--- src/rtl/ropuf_pair_compare.sv ---
// Ring-oscillator PUF measurement: settle, count edges over a window, compare all pairs.
// Optional tie mask output enabled by defining ROPUF_TIE_MASK_EN.
module ropuf_pair_compare #(
  parameter int NUM_RO     = 4,
  parameter int CNT_W      = 16,
  parameter int SETTLE_CYC = 8,
  parameter int WINDOW     = 1024,
  localparam int NPAIR     = NUM_RO * (NUM_RO - 1) / 2
) (
  input  logic              clk,
  input  logic              rst_n,
  input  logic              start,
  input  logic [NUM_RO-1:0] ro_out,
  output logic              ro_en,
  output logic              busy,
  output logic [NPAIR-1:0]  resp,
  output logic              resp_valid
`ifdef ROPUF_TIE_MASK_EN
  ,output logic [NPAIR-1:0] resp_tie
`endif
);

  localparam int MAX_SW = (SETTLE_CYC > WINDOW) ? SETTLE_CYC : WINDOW;
  localparam int MAXC   = (MAX_SW > NPAIR) ? MAX_SW : NPAIR;
  localparam int CYC_W  = $clog2(MAXC + 1);

  typedef enum logic [2:0] {
    S_IDLE,
    S_SETTLE,
    S_MEASURE,
    S_COMPARE,
    S_DONE
  } state_t;

  state_t             r_state;
  state_t             w_nxt;
  logic [CYC_W-1:0]   r_cyc;
  logic [NUM_RO-1:0]  r_s1;
  logic [NUM_RO-1:0]  r_s2;
  logic [NUM_RO-1:0]  r_sd;
  logic [NUM_RO-1:0]  w_rise;
  logic [CNT_W-1:0]   r_cnt [NUM_RO];
  logic [CNT_W-1:0]   w_a;
  logic [CNT_W-1:0]   w_b;
  logic [NPAIR-1:0]   r_shadow;
  logic [NPAIR-1:0]   w_shadow_nxt;
  logic [NPAIR-1:0]   r_resp;
  logic               w_cmp_last;

  assign w_rise = r_s2 & ~r_sd;

  always_ff @(posedge clk or negedge rst_n) begin
    if (!rst_n) begin
      r_s1 <= '0;
      r_s2 <= '0;
      r_sd <= '0;
    end else begin
      r_s1 <= ro_out;
      r_s2 <= r_s1;
      r_sd <= r_s2;
    end
  end

  always_comb begin
    w_nxt      = r_state;
    w_cmp_last = 1'b0;
    case (r_state)
      S_IDLE:    if (start) w_nxt = S_SETTLE;
      S_SETTLE:  if (r_cyc == CYC_W'(SETTLE_CYC - 1)) w_nxt = S_MEASURE;
      S_MEASURE: if (r_cyc == CYC_W'(WINDOW - 1)) w_nxt = S_COMPARE;
      S_COMPARE: begin
        if (r_cyc == CYC_W'(NPAIR - 1)) begin
          w_nxt      = S_DONE;
          w_cmp_last = 1'b1;
        end
      end
      S_DONE:    w_nxt = S_IDLE;
      default:   w_nxt = S_IDLE;
    endcase
  end

  always_ff @(posedge clk or negedge rst_n) begin
    if (!rst_n) begin
      r_state <= S_IDLE;
      r_cyc   <= '0;
    end else begin
      r_state <= w_nxt;
      if (w_nxt != r_state || r_state == S_IDLE) r_cyc <= '0;
      else                                       r_cyc <= r_cyc + 1'b1;
    end
  end

  always_ff @(posedge clk or negedge rst_n) begin
    if (!rst_n) begin
      for (int i = 0; i < NUM_RO; i++) r_cnt[i] <= '0;
    end else if (r_state == S_IDLE && start) begin
      for (int i = 0; i < NUM_RO; i++) r_cnt[i] <= '0;
    end else if (r_state == S_MEASURE) begin
      for (int i = 0; i < NUM_RO; i++)
        if (w_rise[i] && r_cnt[i] != {CNT_W{1'b1}})
          r_cnt[i] <= r_cnt[i] + 1'b1;
    end
  end

  // Lexicographic (i,j) enumeration selects the single pair compared this cycle
  always_comb begin
    int unsigned p;
    w_a = '0;
    w_b = '0;
    p   = 0;
    for (int i = 0; i < NUM_RO; i++) begin
      for (int j = i + 1; j < NUM_RO; j++) begin
        if (r_cyc == CYC_W'(p)) begin
          w_a = r_cnt[i];
          w_b = r_cnt[j];
        end
        p++;
      end
    end
  end

  always_comb begin
    w_shadow_nxt = r_shadow;
    for (int q = 0; q < NPAIR; q++)
      if (r_cyc == CYC_W'(q)) w_shadow_nxt[q] = (w_a > w_b);
  end

  always_ff @(posedge clk or negedge rst_n) begin
    if (!rst_n) begin
      r_shadow <= '0;
      r_resp   <= '0;
    end else if (r_state == S_COMPARE) begin
      r_shadow <= w_shadow_nxt;
      if (w_cmp_last) r_resp <= w_shadow_nxt;
    end
  end

`ifdef ROPUF_TIE_MASK_EN
  logic [NPAIR-1:0] r_tie_sh;
  logic [NPAIR-1:0] w_tie_nxt;
  logic [NPAIR-1:0] r_tie;

  always_comb begin
    w_tie_nxt = r_tie_sh;
    for (int q = 0; q < NPAIR; q++)
      if (r_cyc == CYC_W'(q)) w_tie_nxt[q] = (w_a == w_b);
  end

  always_ff @(posedge clk or negedge rst_n) begin
    if (!rst_n) begin
      r_tie_sh <= '0;
      r_tie    <= '0;
    end else if (r_state == S_COMPARE) begin
      r_tie_sh <= w_tie_nxt;
      if (w_cmp_last) r_tie <= w_tie_nxt;
    end
  end

  assign resp_tie = r_tie;
`endif

  assign ro_en      = (r_state == S_SETTLE) || (r_state == S_MEASURE);
  assign busy       = (r_state != S_IDLE);
  assign resp_valid = (r_state == S_DONE);
  assign resp       = r_resp;

endmodule

--- config.mk ---
export PLATFORM = sky130hd
export DESIGN_NAME = ropuf_pair_compare
export DESIGN_NICKNAME = d
export VERILOG_FILES = /design/src/rtl/ropuf_pair_compare.sv
export SDC_FILE = /design/constraint.sdc
export NUM_CORES = 1
export LEC_CHECK = 0
export BUFFER_PORTS_ARGS = -buffer_cell sky130_fd_sc_hd__buf_2
export CAP_MARGIN = 20
export CORE_UTILIZATION = 49
export DETAILED_ROUTE_END_ITERATION = 6
export GPL_TIMING_DRIVEN = 0
export PLACE_DENSITY = 0.75
export SYNTH_ARGS = -nofsm -noshare
export SYNTH_HDL_FRONTEND = slang
export SYNTH_SLANG_ARGS = --single-unit
--- constraint.sdc ---
create_clock -name clk -period 3.5 [get_ports clk]
set_clock_uncertainty 0.1 [all_clocks]
set_input_delay 0.35 -clock clk [delete_from_list [all_inputs] [get_ports clk]]
set_output_delay 0.35 -clock clk [all_outputs]
set_load 0.005 [all_outputs]
Word-level counts from Yosys, hierarchy flattened. Index checks and enable logic that the tools add are counted. W data, S select, Z words.

Register bits after elaboration: 102. Output and inout port bits: 9. Word-level logic and storage cells: 87.

Add/sub/neg operators: 5. Order comparisons: 1. Equal/unequal tests: 16. Mux-type cells: 32. Bitwise gates (word level): 2. Reductions and logical operators: 20.

Operator list (count): $mux W16 (16); $mux W64 (2); $add A16 B1 Y16 const B (4); $ne A16 B16 Y1 const B (4); $eq A11 B3 Y1 const B (3); $eq A11 B2 Y1 const B (2); $gt A16 B16 Y1 (1); $mux W3 (4); $pmux W3 S4 (1); $add A11 B1 Y11 const B (1); $eq A11 B1 Y1 const B (1); $eq A11 B10 Y1 const B (1); $logic_not A11 Y1 (1); $mux W11 (1); $reduce_and A2 Y1 (5); $reduce_bool A2 Y1 (5); $mux W1 (8); $eq A3 B2 Y1 const B (2); $logic_and A1 B1 Y1 (5); $and A4 B4 Y4 (1); $not A4 Y4 (1); $eq A3 B1 Y1 const B (1); $eq A3 B3 Y1 const B (1); $logic_not A3 Y1 (1); other kinds (3) (4).

Logic depth before layout (Yosys ltp).
Depth after elaboration: 9. Depth in mapped cells: 14.

Worst setup path after synthesis. OpenSTA, ideal clock, no wires.

Path type: register to register. Start: register r_cyc[8]. End: register r_shadow[4]. Data arrival time: 3348 ps. Data required time: 3335 ps. Setup slack: -14 ps. Cell stages (with the launch flop): 12. Period minus slack after synthesis: 3514 ps. Path through: dfrtp_1 -> or4_4 -> nor3_4 -> nand3b_1 -> nand3_2 -> buf_6 -> a222oi_1 -> ha_1 -> nand4_1 -> a2111o_1 -> a31oi_1 -> mux2_2.

Word-level cells in the longest chain between the ends: 9. Elaborated cells between the ends (all ways): 20. Classes of those cells: order compare (1); eq/ne (5); mux (13); reduce/logical (1).

RTL lines: from (decl) (line 37) `logic [CYC_W-1:0] r_cyc;`; from (signal assigned) (line 89) `else r_cyc <= r_cyc + 1'b1;`; $logic_not A11 Y1 (line 113) `if (r_cyc == CYC_W'(p)) begin`; $mux W16 (6 in series) (line 113); $gt A16 B16 Y1 (line 125) `if (r_cyc == CYC_W'(q)) w_shadow_nxt[q] = (w_a > w_b);`; $mux W1 (*) (line 125); to (signal assigned) (line 133) `r_shadow <= w_shadow_nxt;`; to (decl) (line 45) `logic [NPAIR-1:0] r_shadow;`.

Every way passes the cells marked *; elsewhere a longest branch is shown, timed or not. A chain may end at the register's enable or synchronous reset.

Final worst setup path.
Start: register r_cyc[8]. End: register r_shadow[0].

Word-level cells in the longest chain between the ends: 9. Elaborated cells between the ends (all ways): 20. Classes of those cells: order compare (1); eq/ne (5); mux (13); reduce/logical (1).

RTL lines (line): $logic_not A11 Y1 (113, 125); $mux W16 (6 in series) (113); $gt A16 B16 Y1 (125); $mux W1 (*) (125).

Marks and branches as above.

==> qor.csv <==
metric,value,unit
hp-class,reg2reg,
ys_types,61,
p_leak,2.96,nW
slew_viol_final,0,
ios,16,
numCtsBuffers,9,
start_kind,flip-flop,
gp_congestion,0.904,
antenna_found_initial,0,
drive_above_1_share,14.6,%
required,3.64,ns
failed_checks,negative setup slack,
end_kind,flip-flop,
crit_fanout,6,
wl_per_cell,19.0,um
grt_overflow,0,
final_common_cell,nor2_1,
async_flop_share,100,%
tightest_slew,0.747,ns
worstSetupPathType,reg2reg,
final.setup.worst_slack,-0.237,ns
rows,39,
wirelength_met1,6810,um
syn_inst,629,
met2_wirelength,7460,um
wl_met3,1050,um
fmax,268,MHz
cts_root_buffer,clkbuf_16,
tritoncts,done,
syn_avg_cell_area,9.39,um^2
ir_drop,0.499,mV
avgViaCountPerCell,6.19,
via_count,5092,
die_w,112,um
maxSlewHeadroom,50.2,%
worst_skew_pair.late_latency,0.36,ns
clockBufferDepth,2,
period_needed,3.74,ns
placed_area,6190,um^2
clock_sinks,101,
synth_seq_area_share,42.8,%
drt-initial-drc-count,455,
cp_data_arrival_time,3.88,ns
antenna_cells,0,
die-height,112,um
final_antenna_net_count,0,
drv_cap,0,
status,finished with violations,
grt_use_total,26.6,%
routed.top_layer,met4,
dieArea,12500,um^2
synth_fp_nets,660,
clkTransAtPathRegs,0.07,ns
ys_ff_latch,101,
yosys-top-cells-area,"dfrtp_1 (43%), nor2_1 (6.2%), ha_1 (5.1%)",
hold_violations,0,
yosysTopAreaCellShare,42.8,%
cts_max_level,3,
grt_max_degree,61,
ys_warn_count,0,
core,11600,um^2
drtPass1Iterations,6,
post-route-util,59.0,%
synth_top_flop_cell,dfrtp_1,
ff2ff_path_depth,12,
drc,0,
yosysTopAreaCell,dfrtp_1,
synth_edf_count,0,
fin_crit_sh,107,%
drt_wl_total,15600,um
place_inst,788,
worst_hold_path.num_cells,0,
powerDensity,574,nW/um^2
grt_pass1_wl,25600,um
start_util,51.1,%
grt_pass1_vias,4904,
portBuffers,15,
area_delta_synth_final,15.6,%
final_cells,822,
rsz0062_at_grt,yes,
nets,706,
layout_common_cells,"nor2_1 (98), dfrtp_1 (97), nand2_1 (41)",
post-dp-hpwl,11000,um
final_area,6830,um^2
setup_viol,7,
syn_area,5900,um^2
==> cell type report <==
cell class,count,area [um^2]
inverter,16,60.1
buffer,32,160
timing repair buffer,36,269
multi-input combinational,479,3330
fill,1007,4740
clock inverter,5,60.1
sequential,101,2530
tap,143,179
clock buffer,10,239
==> final timing paths <==
check | start | to | slack [ns]
max | r_cyc[8] | r_shadow[0] | -0.24
min | r_s1[1] | r_s2[1] | 0.25
max reg2reg | r_cyc[8] | r_shadow[0] | -0.24
min reg2reg | r_s1[1] | r_s2[1] | 0.25
max in group asynchronous | rst_n | r_cyc[10] | 2.18
min in group asynchronous | rst_n | r_s1[2] | 0.42
==> cells in the mapped netlist (7+ instances only) <==
cell type and number:
xnor2_1 32, xor2_1 19, nand3_1 26, o21ai_0 17, a21oi_1 22, and3_1 11, dfrtp_1 101, mux2i_1 7
nor2_1 98, a222oi_1 15, clkbuf_1 23, nand2_1 41, nand4_1 21, o211ai_1 10, a221oi_1 14, or3_1 7
nor4_1 13, ha_1 24, or4_1 7, nor3_1 15, inv_1 16
==> report_power, final <==
| group | total, mW | switching (mW) | internal [mW] |
|---|---|---|---|
| Sequential | 1.36 | 0.0957 | 1.27 |
| Clock | 1.02 | 0.449 | 0.573 |
| Combinational | 1.53 | 0.948 | 0.585 |
==> routing by layer <==
metal / global-route usage [%] / vias up
met2: 42.6 / 140
met3: 6.21 / 20
met1: 35.8 / 2520
li1: - / 2412
met4: 8.29 / 0
met5: 0 / -
==> critical path, cell delays in order (launching register included) <==
cell and delay, ns:
dfrtp_1 0.42, or4_4 0.60, nor3_4 0.31, nand3b_1 0.20, nand3_4 0.14, buf_6 0.17, a222oi_1 0.37, ha_1 0.31
nand4_1 0.23, nor2_1 0.08, a21oi_2 0.23, a31oi_4 0.16, mux2_4 0.29
==> state kept, by name, summed over array words and instances (netlist names) <==
| signal | flops |
|---|---|
| r_cnt | 64 |
| r_cyc | 11 |
| resp | 6 |
| r_shadow | 5 |
| r_s1 | 4 |
| r_s2 | 4 |
| r_sd | 4 |
| r_state | 3 |
==> kinds of logic (layout without fill, tap and decap cells) <==
logic type	Yosys count	after routing	share of synthesized area [%]
mux	13	13	2.33
xor+xnor	51	51	7.57
buf+inv	49	99	3.58
compound gates	110	110	13.6
fa+ha+maj	24	24	5.09
simple gates	281	281	25.0
flops	101	101	42.8
==> stage by stage <==
stage | setup slack [ns] | setup TNS (ns) | hold WS [ns] | total power, mW
CTS | -0.141 | -0.944 | 0.240 | 3.87
finish | -0.237 | -1.61 | 0.248 | 3.92
floorplan | 0.0429 | 0 | -0.0456 | 2.25
detailed placement | -0.475 | -3.27 | 0.235 | 2.62
global route | -0.364 | -2.50 | 0.264 | 4.12
global placement | -0.417 | -2.88 | 0.234 | 2.57
==> what timing repair did <==
item | 4_1_cts | 5_1_grt
setup buffers | 12 | 1
pin swaps | 20 | 8
hold buffers | 5 | 0
endpoints found under the hold margin | 45 | 0
resized for setup | 28 | 9
gates cloned | 1 | 0
setup endpoints to repair | 7 | 7
No activity file was read; power rests on OpenSTA's default activity.
